==> config.mk <==
export PLATFORM = sky130hd
export DESIGN_NAME = saturate_round_pipe_flat
export DESIGN_NICKNAME = d
export VERILOG_FILES = /design/src/rtl/saturate_round_pipe_pkg.sv /design/src/rtl/saturate_round_pipe_if.sv /design/src/rtl/saturate_round_pipe_lane.sv /design/src/rtl/saturate_round_pipe.sv /design/src/flat_wrapper.sv
export SDC_FILE = /design/constraint.sdc
export NUM_CORES = 1
export LEC_CHECK = 0
export CORE_AREA = 4 4 153 155
export CTS_CLUSTER_DIAMETER = 80
export CTS_CLUSTER_SIZE = 8
export DETAILED_ROUTE_END_ITERATION = 8
export DIE_AREA = 0 0 157 159
export PLACE_DENSITY_LB_ADDON = 0.08
export SYNTH_ARGS = -nofsm -noshare
export SYNTH_HDL_FRONTEND = slang
export SYNTH_SLANG_ARGS = --single-unit
==> constraint.sdc <==
create_clock -name clk -period 4.6 [get_ports clk]
set_clock_uncertainty 0.1 [all_clocks]
set_input_delay 0.69 -clock clk [delete_from_list [all_inputs] [get_ports clk]]
set_output_delay 0.69 -clock clk [all_outputs]
set_load 0.01 [all_outputs]
==> src/rtl/saturate_round_pipe_pkg.sv <==
// Shared rounding-mode codes and clamp helper
// for the saturate/round requantiser pipeline.
package sat_pkg;

  localparam logic [1:0] RND_TRUNC     = 2'd0;
  localparam logic [1:0] RND_HALF_UP   = 2'd1;
  localparam logic [1:0] RND_HALF_EVEN = 2'd2;

  // Clamp a sign-extended value into a signed ow-bit range.
  function automatic logic signed [63:0] sat_clamp(
    input logic signed [63:0] value,
    input int unsigned        ow
  );
    logic signed [63:0] hi;
    logic signed [63:0] lo;
    hi = (64'sd1 <<< (ow - 1)) - 64'sd1;
    lo = -(64'sd1 <<< (ow - 1));
    if (value > hi) return hi;
    if (value < lo) return lo;
    return value;
  endfunction

endpackage

==> src/rtl/saturate_round_pipe_if.sv <==
// Valid/ready bundle for the requantiser:
// input beat channel and output beat channel.
interface saturate_round_pipe_if #(
  parameter int IN_WIDTH  = 32,
  parameter int OUT_WIDTH = 16,
  parameter int LANES     = 4
);

  logic                       in_valid;
  logic                       in_ready;
  logic [LANES*IN_WIDTH-1:0]  in_data;
  logic [1:0]                 in_mode;
  logic                       out_valid;
  logic                       out_ready;
  logic [LANES*OUT_WIDTH-1:0] out_data;
  logic [LANES-1:0]           out_sat;

  modport master (
    output in_valid, in_data, in_mode, out_ready,
    input  in_ready, out_valid, out_data, out_sat
  );

  modport slave (
    input  in_valid, in_data, in_mode, out_ready,
    output in_ready, out_valid, out_data, out_sat
  );

endinterface

==> src/rtl/saturate_round_pipe_lane.sv <==
// Per-lane combinational logic: rounding bias
// add (stage 1) and shift plus clamp (stage 2).
module sat_lane
  import sat_pkg::*;
#(
  parameter int IN_WIDTH  = 32,
  parameter int OUT_WIDTH = 16,
  parameter int SHIFT     = 8
) (
  input  logic [1:0]                mode,
  input  logic signed [IN_WIDTH-1:0] x,
  output logic signed [IN_WIDTH:0]   sum,
  input  logic signed [IN_WIDTH:0]   acc,
  output logic [OUT_WIDTH-1:0]       y,
  output logic                       sat
);

  localparam int SW = IN_WIDTH + 1;

  logic [SW-1:0]        half;
  logic [SW-1:0]        bias;
  logic signed [SW-1:0] shifted;
  logic signed [63:0]   wide;
  logic signed [63:0]   clamped;

  // Select rounding bias and add it one bit wider
  always_comb begin
    half          = '0;
    half[SHIFT-1] = 1'b1;
    bias          = '0;
    unique case (1'b1)
      (mode == RND_HALF_UP):
        bias = half;
      (mode == RND_HALF_EVEN):
        bias = half - SW'(1) + SW'(x[SHIFT]);
      default:
        bias = '0;
    endcase
    sum = $signed({x[IN_WIDTH-1], x} + bias);
  end

  // Arithmetic shift, then clamp to output range
  always_comb begin
    shifted = acc >>> SHIFT;
    wide    = {{(64-SW){shifted[SW-1]}}, shifted};
    clamped = sat_clamp(wide, OUT_WIDTH);
    y       = clamped[OUT_WIDTH-1:0];
    sat     = (clamped != wide);
  end

endmodule

==> src/rtl/saturate_round_pipe.sv <==
// Two-stage multi-lane requantiser with
// valid/ready backpressure and saturation count.
module saturate_round_pipe
  import sat_pkg::*;
#(
  parameter int IN_WIDTH  = 32,
  parameter int OUT_WIDTH = 16,
  parameter int SHIFT     = 8,
  parameter int LANES     = 4,
  parameter int CNT_WIDTH = 16
) (
  input  logic                 clk,
  input  logic                 rst_n,
  saturate_round_pipe_if.slave io,
  output logic [CNT_WIDTH-1:0] sat_count,
  input  logic                 sat_clear
);

  localparam int SW = IN_WIDTH + 1;

  logic                       s1_valid_q, s1_valid_d;
  logic [LANES*SW-1:0]        s1_acc_q, s1_acc_d;
  logic                       out_valid_q, out_valid_d;
  logic [LANES*OUT_WIDTH-1:0] out_data_q, out_data_d;
  logic [LANES-1:0]           out_sat_q, out_sat_d;
  logic [CNT_WIDTH-1:0]       sat_count_q, sat_count_d;

  logic [LANES*SW-1:0]        sum_all;
  logic [LANES*OUT_WIDTH-1:0] y_all;
  logic [LANES-1:0]           sat_all;
  logic                       s1_adv;
  logic                       s2_adv;

  for (genvar k = 0; k < LANES; k++) begin : g_lane
    sat_lane #(
      .IN_WIDTH (IN_WIDTH),
      .OUT_WIDTH(OUT_WIDTH),
      .SHIFT    (SHIFT)
    ) u_lane (
      .mode(io.in_mode),
      .x   (io.in_data[k*IN_WIDTH +: IN_WIDTH]),
      .sum (sum_all[k*SW +: SW]),
      .acc (s1_acc_q[k*SW +: SW]),
      .y   (y_all[k*OUT_WIDTH +: OUT_WIDTH]),
      .sat (sat_all[k])
    );
  end

  // Stage advance, next-state of both stages and counter
  always_comb begin
    s2_adv      = !out_valid_q || io.out_ready;
    s1_adv      = !s1_valid_q || s2_adv;
    s1_valid_d  = s1_valid_q;
    s1_acc_d    = s1_acc_q;
    out_valid_d = out_valid_q;
    out_data_d  = out_data_q;
    out_sat_d   = out_sat_q;
    sat_count_d = sat_count_q;
    if (s1_adv) begin
      s1_valid_d = io.in_valid;
      if (io.in_valid) s1_acc_d = sum_all;
    end
    if (s2_adv) begin
      out_valid_d = s1_valid_q;
      if (s1_valid_q) begin
        out_data_d = y_all;
        out_sat_d  = sat_all;
      end
    end
    if (sat_clear) begin
      sat_count_d = '0;
    end else if (out_valid_q && io.out_ready
                 && (|out_sat_q)
                 && (sat_count_q != '1)) begin
      sat_count_d = sat_count_q + CNT_WIDTH'(1);
    end
  end

  // Stage registers with synchronous reset
  always_ff @(posedge clk) begin
    if (!rst_n) begin
      s1_valid_q  <= 1'b0;
      s1_acc_q    <= '0;
      out_valid_q <= 1'b0;
      out_data_q  <= '0;
      out_sat_q   <= '0;
      sat_count_q <= '0;
    end else begin
      s1_valid_q  <= s1_valid_d;
      s1_acc_q    <= s1_acc_d;
      out_valid_q <= out_valid_d;
      out_data_q  <= out_data_d;
      out_sat_q   <= out_sat_d;
      sat_count_q <= sat_count_d;
    end
  end

  assign io.in_ready  = s1_adv;
  assign io.out_valid = out_valid_q;
  assign io.out_data  = out_data_q;
  assign io.out_sat   = out_sat_q;
  assign sat_count    = sat_count_q;

endmodule

==> src/flat_wrapper.sv <==
// flat-port wrapper written by rule: the top's interface ports become plain ports
module saturate_round_pipe_flat import sat_pkg::*;
#(
  parameter int IN_WIDTH  = 32,
  parameter int OUT_WIDTH = 16,
  parameter int SHIFT     = 8,
  parameter int LANES     = 4,
  parameter int CNT_WIDTH = 16
)
  (clk, rst_n, sat_count, sat_clear, io_in_valid, io_in_data, io_in_mode, io_out_ready, io_in_ready, io_out_valid, io_out_data, io_out_sat);
  saturate_round_pipe_if #(.IN_WIDTH(IN_WIDTH), .OUT_WIDTH(OUT_WIDTH), .LANES(LANES)) io_i ();
  input  logic clk;
  input  logic rst_n;
  output logic [CNT_WIDTH-1:0] sat_count;
  input  logic sat_clear;
  input wire logic [$bits(io_i.in_valid)-1:0] io_in_valid;
  input wire logic [$bits(io_i.in_data)-1:0] io_in_data;
  input wire logic [$bits(io_i.in_mode)-1:0] io_in_mode;
  input wire logic [$bits(io_i.out_ready)-1:0] io_out_ready;
  output wire logic [$bits(io_i.in_ready)-1:0] io_in_ready;
  output wire logic [$bits(io_i.out_valid)-1:0] io_out_valid;
  output wire logic [$bits(io_i.out_data)-1:0] io_out_data;
  output wire logic [$bits(io_i.out_sat)-1:0] io_out_sat;
  assign io_i.in_valid = io_in_valid;
  assign io_i.in_data = io_in_data;
  assign io_i.in_mode = io_in_mode;
  assign io_i.out_ready = io_out_ready;
  assign io_in_ready = io_i.in_ready;
  assign io_out_valid = io_i.out_valid;
  assign io_out_data = io_i.out_data;
  assign io_out_sat = io_i.out_sat;
  saturate_round_pipe #(.IN_WIDTH(IN_WIDTH), .OUT_WIDTH(OUT_WIDTH), .SHIFT(SHIFT), .LANES(LANES), .CNT_WIDTH(CNT_WIDTH)) u_core (.clk(clk), .rst_n(rst_n), .io(io_i), .sat_count(sat_count), .sat_clear(sat_clear));
endmodule
==> results of run 1 <==
[how the worst max path moves through the flow]
| stage | start | endpoint | slack, ns |
|---|---|---|---|
| floorplan | io_in_mode[0] | u_core.s1_acc_q[32]$_SDFFE_PN0P_ | 1.50 |
| global placement | io_in_mode[0] | u_core.s1_acc_q[119]$_SDFFE_PN0P_ | 0.59 |
| detailed placement | io_in_mode[0] | u_core.s1_acc_q[126]$_SDFFE_PN0P_ | 0.51 |
| CTS | io_in_mode[0] | u_core.s1_acc_q[126]$_SDFFE_PN0P_ | 0.97 |
| global route | io_in_mode[0] | u_core.s1_acc_q[119]$_SDFFE_PN0P_ | 0.67 |
| finish | io_in_mode[0] | u_core.s1_acc_q[126]$_SDFFE_PN0P_ | 0.95 |
[metrics by stage]
step	instances	util	setup WS (ns)
floorplan	1197	-	1.50
global placement	1640	0.560	0.590
detailed placement	1640	0.560	0.508
CTS	1672	0.586	0.967
global route	1673	0.586	0.668
finish	1674	0.586	0.954
[synth_stat cells (7+ instances only)]
| master | number |
|---|---|
| nor3_1 | 18 |
| nand2_1 | 85 |
| and4_1 | 8 |
| xnor2_1 | 35 |
| a21oi_1 | 96 |
| dfxtp_1 | 186 |
| nor4_1 | 26 |
| inv_1 | 24 |
| buf_1 | 7 |
| or3_1 | 13 |
| and3_1 | 14 |
| nand4_1 | 47 |
| nand2b_1 | 62 |
| o21ai_0 | 144 |
| a31oi_1 | 39 |
| ha_1 | 35 |
| nor2_1 | 73 |
| clkbuf_1 | 55 |
| nand3_1 | 50 |
| and2_1 | 8 |
| a211oi_1 | 22 |
| o211ai_1 | 9 |
| xor2_1 | 54 |
[power by group through the flow]
stage / clock [W] / sequential (W) / combinational (W)
after global placement: 0 / 0.00183 / 0.000680
after floorplan: 0 / 0.00183 / 0.000337
after detailed placement: 0 / 0.00183 / 0.000690
after CTS: 0.00146 / 0.00180 / 0.000693
final: 0.00143 / 0.00180 / 0.000690
after global routing: 0.00152 / 0.00181 / 0.000764
[flip-flops by register name, indices dropped and copies added (netlist names)]
name,count
u_core.sat_count,16
u_core.io.out_data,64
u_core.io.out_valid,1
u_core.s1_valid_q,1
u_core.io.out_sat,4
u_core.s1_acc_q,100
[cells in the final DEF, fill, tap and decap left out, drive strengths merged, types with 6 or more instances in the layout]
| cell type | count |
|---|---|
| clkdlybuf4s50 | 219 |
| dfxtp | 186 |
| o21ai | 147 |
| a21oi | 97 |
| nand2 | 85 |
| nor2 | 73 |
| nand2b | 62 |
| xor2 | 54 |
| nand3 | 53 |
| nand4 | 47 |
| a31oi | 40 |
| xnor2 | 35 |
| ha | 35 |
| inv | 33 |
| nor4 | 29 |
| a211oi | 22 |
| nor3 | 20 |
| clkbuf | 18 |
| and3 | 14 |
| buf | 14 |
| or3 | 13 |
| o211ai | 10 |
| and4 | 8 |
| and2 | 8 |
| a31o | 6 |
| or4 | 6 |
| o2111ai | 6 |
| nor2b | 6 |
[per-layer routing]
| metal | up-vias | GRT usage | part of all wire |
|---|---|---|---|
| met3 | 34 | 0.0508 | 0.055 |
| met1 | 4414 | 0.298 | 0.46 |
| met2 | 215 | 0.362 | 0.47 |
| li1 | 4739 | - | - |
| met4 | 6 | 0.0607 | 0.019 |
| met5 | - | 0 | 0.0017 |
[worst register-to-register path: stages (launching register included)]
cell and delay, ns:
dfxtp_1 0.32, nor2b_1 0.19, nand2_1 0.15, and2_4 0.30
buf_4 0.61, nor2_2 0.10, buf_4 0.23, a211o_1 0.30
[cell type report]
cell class / count / area share
multi-input combinational: 916 / 0.449
sequential: 186 / 0.291
timing repair buffer: 233 / 0.180
clock buffer: 18 / 0.0343
tap: 280 / 0.0274
clock inverter: 14 / 0.00988
inverter: 25 / 0.00734
antenna: 2 / 0.000391
[cells by family (layout without fill, tap and decap cells)]
group | after synthesis | count (layout) | share of synthesized area
AOI/OAI and AO/OA | 357 | 357 | 0.217
xor gates and xnor gates | 89 | 89 | 0.0792
adders and majority gates | 35 | 35 | 0.0445
buffers and inverters | 95 | 290 | 0.0385
DFF | 186 | 186 | 0.379
muxes | 3 | 3 | 0.00318
other | 0 | 2 | 0
and+or+nand+nor | 432 | 432 | 0.239
==> metrics.md, run 1 <==
| Metric | Value |
|---|---|
| Combined area of the multi-input logic cells | `5750 um^2` |
| Net Sw Frac | `0.289` |
| RR Startpoint | `u_core.io.out_valid$_SDFFE_PN0P_` |
| Register area | `3720 um^2` |
| Tot GR Track Use | `0.223` |
| Global route total overflow | `0` |
| CTS clk-pin slew, worst paths | `0.07 ns` |
| Prevailing post-synth register cell | `dfxtp_1` |
| Synth Warn # | `0` |
| Max FO, Critical Path | `9` |
| CTS tree | `done` |
| LEAKAGE | `4.55 nW` |
| Worst Path Class, Setup | `input pin to flip-flop` |
| Reg-to-Reg End | `u_core.s1_acc_q[126]$_SDFFE_PN0P_` |
| DRC errors left | `0` |
| Worst path depth | `11` |
| Worst Hold Launch | `u_core.io.out_data[31]$_SDFFE_PN0P_` |
| CTS H-tree depth | `4` |
| Initial core utilization | `0.451` |
| VDD IR-drop max | `202 uV` |
| Max_cap viols | `0` |
| Number of enable flip-flop cells after synthesis | `0` |
| Internal power | `0.00278 W` |
| Clock power frac | `0.364` |
| Initial antenna violation count | `4` |
| First-pass GRT wire length | `45,800 um` |
| R2R Setup Slk | `2.20 ns` |
| Row Count | `54` |
| Pwr Total | `0.00391 W` |
| Fmax achieved | `274 MHz` |
| Share of layout cells above drive strength 1 | `0.0568` |
| Unrepaired setup endpoints after global routing | `false` |
| Final setup viols | `0` |
| Clock buffer depth | `2` |
| WHS | `0.358 ns` |
| Fillers | `2,094` |
| Net Count, Synth | `1,367` |
| Slew Limit Fails | `0` |
| Vias/cell | `5.62` |
| Buf+Inv Stages, Crit Path | `2` |
| WL per Instance | `17.0 um` |
| Critical path's top delay family | `compound AO/OA/AOI/OAI gates` |
| Switch Pwr | `0.00113 W` |
| Layout Area Growth over Synthesis | `30.0%` |
| Flop pwr share | `0.459` |
| Core area | `21,800 um^2` |
| Synth area leader | `dfxtp_1` |
| Top-level port count | `221` |
| Clock Sinks | `186` |
| Post-DP HPWL | `20,800 um` |
| Die Ht | `159 um` |
| Die Area | `25,000 um^2` |
| Critical Path RT | `4.82 ns` |
| Setup Buffers After CTS | `0` |
| Post-DP Area | `12,200 um^2` |
| Critical Path Slowest Stage Cell | `ha_1` |
| Post-Syn Area | `9840 um^2` |
| Slew headroom | `0.209` |
| Post-Route WL | `28,400 um` |
| WHS Endpoint | `u_core.io.out_data[31]$_SDFFE_PN0P_` |
| Placer congestion estimate | `0.874` |
| Critical Path AT | `3.86 ns` |
| Synth unique cells | `68` |
| DRT iter0 DRCs | `423` |
| Fin area | `12,800 um^2` |
| Worst Tran Pin Value | `1.19 ns` |
| Cell Pwr Density | `306 nW/um^2` |
| Minimum clock period | `3.65 ns` |
| # resized after CTS | `0` |
| TritonCTS buffer count | `17` |
| Synth top area cells | `dfxtp_1 38%, o21ai_0 7.3%, a21oi_1 4.9%` |
| Setup_tns | `0 ns` |
| Hold depth | `2` |
| Routed Antenna Nets | `0` |
| Tcrit/Tclk final | `0.793` |
| Crit. End Element | `flip-flop` |
| Die W | `157 um` |
| First-pass iteration count of the detailed router | `4` |
| Combinational power share | `0.176` |
| Largest net degree at the start of global routing | `73` |
| Total number of vias | `9,408` |
| Hold Violations, Final | `0` |
| Top cell type's share of synthesized area | `0.379` |
| Vias in the first global route | `8,982` |
| # nets final | `1,549` |
| Post-cts hold buffer count | `0` |
| Hold WC Path Type | `flip-flop to flip-flop` |
| Status | `finished clean` |
| FFs w/ async S/R, synth | `0` |
| Post-synthesis register bit count | `186` |
| CP most frequent cell | `ha_1` |
| Syn_area_per_cell | `8.22 um^2` |
| Insertion delay to the later sink of the worst-skew pair | `0.43 ns` |
| Clock Tree Root | `clkbuf_16` |
| Slowest stage delay, CP | `0.49 ns` |
| Post-Synthesis Cells | `1,197` |
| Setup crit start kind | `input pin` |
| Register area share after synthesis | `0.379` |
| Buffers on Ports | `220` |
| Critical path, cell by cell | `clkdlybuf4s50_1, inv_1, ha_1, nor2b_1, ha_1, a211oi_1, a32oi_1, o211ai_2, nor3_2, a21oi_1, a211o_1` |
| Reg2Reg Depth | `7` |
Note: power is estimated with default switching activity, not from simulation.
==> inputs of run 2 (changes only) <==
==> constraint.sdc (replaced) <==
create_clock -name clk -period 3.3 [get_ports clk]
set_clock_uncertainty 0.1 [all_clocks]
set_input_delay 0.495 -clock clk [delete_from_list [all_inputs] [get_ports clk]]
set_output_delay 0.495 -clock clk [all_outputs]
set_load 0.01 [all_outputs]
==> run 2 against run 1 <==
- worst setup slack got worse by 0.73 ns
- first-iteration DRC count grew 14%
- clock power grew 42%
- non-clock buffer count increased by 39
- die area unchanged
- utilization grew 1.7 points
- sequential share of layout area shrank 0.80 points
- global-route usage is 0.11 points lower
- sequential power rose by 39%
- register-to-register slack lost 1.2 ns
- final cell count up 2.2%
- critical path type unchanged
- largest cell class unchanged
==> metrics.md, run 2 (synthesis results as in run 1) <==
| Metric | Value |
|---|---|
| Status | `finished clean` |
| Reg2Reg Depth | `4` |
| DRT iter0 DRCs | `484` |
| Core area | `21,800 um^2` |
| Final setup viols | `0` |
| Hold WC Path Type | `flip-flop to flip-flop` |
| Max FO, Critical Path | `14` |
| Ant. Diodes | `0` |
| Combinational power share | `0.181` |
| CTS H-tree depth | `4` |
| Post-DP HPWL | `21,000 um` |
| Largest net degree at the start of global routing | `103` |
| Initial antenna violation count | `3` |
| Flop pwr share | `0.453` |
| Worst Tran Pin Value | `1.21 ns` |
| Hold depth | `2` |
| Clock buffer depth | `2` |
| Initial core utilization | `0.451` |
| Share of layout cells above drive strength 1 | `0.0832` |
| Hold Violations, Final | `0` |
| Minimum clock period | `3.07 ns` |
| DRC errors left | `0` |
| Critical path, cell by cell | `clkdlybuf4s50_1, ha_2, nor2b_2, ha_1, a21o_1, a22o_1, o211a_1, nand4_1, xor2_1, a21oi_1` |
| Max FFs per register | `100` |
| Combined area of the multi-input logic cells | `5760 um^2` |
| Post-Route WL | `28,300 um` |
| Critical Path RT | `3.51 ns` |
| Setup Buffers After CTS | `0` |
| LEAKAGE | `4.77 nW` |
| Buffers on Ports | `220` |
| CTS clk-pin slew, worst paths | `0.07 ns` |
| Tot GR Track Use | `0.222` |
| Worst Path Class, Setup | `input pin to flip-flop` |
| Routed Antenna Nets | `0` |
| Row Count | `54` |
| # nets final | `1,588` |
| WL per Instance | `16.6 um` |
| Die Ht | `159 um` |
| Critical Path AT | `3.28 ns` |
| Die Area | `25,000 um^2` |
| Register area | `3720 um^2` |
| Post-Route Utilization | `0.603` |
| RR Startpoint | `u_core.io.out_valid$_SDFFE_PN0P_` |
| Placer congestion estimate | `0.869` |
| Clock Tree Root | `clkbuf_16` |
| Total number of vias | `9,579` |
| CP startpoint | `io_in_mode[1]` |
| Final cell count without fillers | `1,710` |
| Crit. End Element | `flip-flop` |
| Post-cts hold buffer count | `0` |
| Setup_tns | `0 ns` |
| Die W | `157 um` |
| Clock Sinks | `186` |
| Fillers | `2,033` |
| Pwr Total | `0.00554 W` |
| Vias/cell | `5.60` |
| Fmax achieved | `325 MHz` |
| Critical Path Slowest Stage Cell | `clkdlybuf4s50_1` |
| Max_cap viols | `0` |
| Commonest cells after routing, fill and taps aside | `219 x clkdlybuf4s50_1, 186 x dfxtp_1, 144 x o21ai_0` |
| Global route total overflow | `0` |
| Worst Hold Launch | `u_core.io.out_data[47]$_SDFFE_PN0P_` |
| Post-DP Area | `12,600 um^2` |
| Vias in the first global route | `8,850` |
| Switch Pwr | `0.00150 W` |
| Cell Pwr Density | `421 nW/um^2` |
| VDD IR-drop max | `287 uV` |
| Insertion delay to the later sink of the worst-skew pair | `0.43 ns` |
| Layout Area Growth over Synthesis | `33.7%` |
| First-pass iteration count of the detailed router | `5` |
| Top-level port count | `221` |
| Largest Register | `u_core.s1_acc_q` |
| Setup crit start kind | `input pin` |
| First-pass GRT wire length | `45,600 um` |
| Commonest non-fill, non-tap cell in the layout | `clkdlybuf4s50_1` |
| Net Sw Frac | `0.271` |
| Fin area | `13,200 um^2` |
| CTS tree | `done` |
| Internal power | `0.00404 W` |
| Slew headroom | `0.192` |
| Clock power frac | `0.366` |
| TritonCTS buffer count | `17` |
| Slowest stage delay, CP | `0.48 ns` |
| Placed Cells incl. Taps | `1,679` |
| Tcrit/Tclk final | `0.932` |
| Slew Limit Fails | `0` |
==> run 2: cell types whose count changed in the layout (fill, tap and decap cells not counted), sizes merged <==
cell	previous run	this run
diode	2	0
clkinvlp	2	1
clkbuf	18	19
bufinv	0	2
buf	14	53
inv	33	30
==> run 2: worst max-delay path: cells and delay by family <==
family	cells	cell delay, ns
AOI/OAI and AO/OA	4	0.94
and+or+nand+nor	2	0.58
xor gates and xnor gates	1	0.16
adders and majority gates	2	0.62
buffers and inverters	1	0.48
==> run 2: what timing repair did <==
item                                    CTS  global route
resized for setup                         1             2
hold endpoints to repair                  0             0
endpoints found under the setup margin    2            33
==> run 2: final timing paths <==
path,to,slack [ns]
setup reg to reg,u_core.io.out_data[49]$_SDFFE_PN0P_,1.02
setup / recovery,u_core.s1_acc_q[113]$_SDFFE_PN0P_,0.23
hold / removal,u_core.io.out_data[47]$_SDFFE_PN0P_,0.35
hold reg to reg,u_core.io.out_data[47]$_SDFFE_PN0P_,0.35
==> run 2: power by group through the flow <==
stage | clock (W) | combinational (W) | sequential (W)
final | 0.00203 | 0.00100 | 0.00251
after global routing | 0.00216 | 0.00111 | 0.00252
after CTS | 0.00207 | 0.00101 | 0.00251
after detailed placement | 0 | 0.00100 | 0.00255
after global placement | 0 | 0.000988 | 0.00256
after floorplan | 0 | 0.000470 | 0.00255
==> run 2: through the flow <==
stage	hold slack, ns	setup WS (ns)
2_1_floorplan	0.339	0.398
3_3_place_gp	0.343	-0.354
3_5_place_dp	0.343	-0.471
4_1_cts	0.352	0.0135
5_1_grt	0.367	-0.00957
6_report	0.354	0.226
==> run 2: area by class of cell <==
class / count / share of cell area
inverter: 25 / 0.00713
clock inverter: 12 / 0.0103
tap: 280 / 0.0266
multi-input combinational: 916 / 0.438
sequential: 186 / 0.283
timing repair buffer: 272 / 0.201
clock buffer: 19 / 0.0337
==> run 2: routing by layer <==
| metal | global-route usage | routed length, um | part of all wire |
|---|---|---|---|
| met3 | 0.0506 | 1820 | 0.064 |
| met4 | 0.0513 | 404 | 0.014 |
| met2 | 0.355 | 13000 | 0.46 |
| met5 | 0 | 40 | 0.0014 |
| met1 | 0.305 | 13100 | 0.46 |
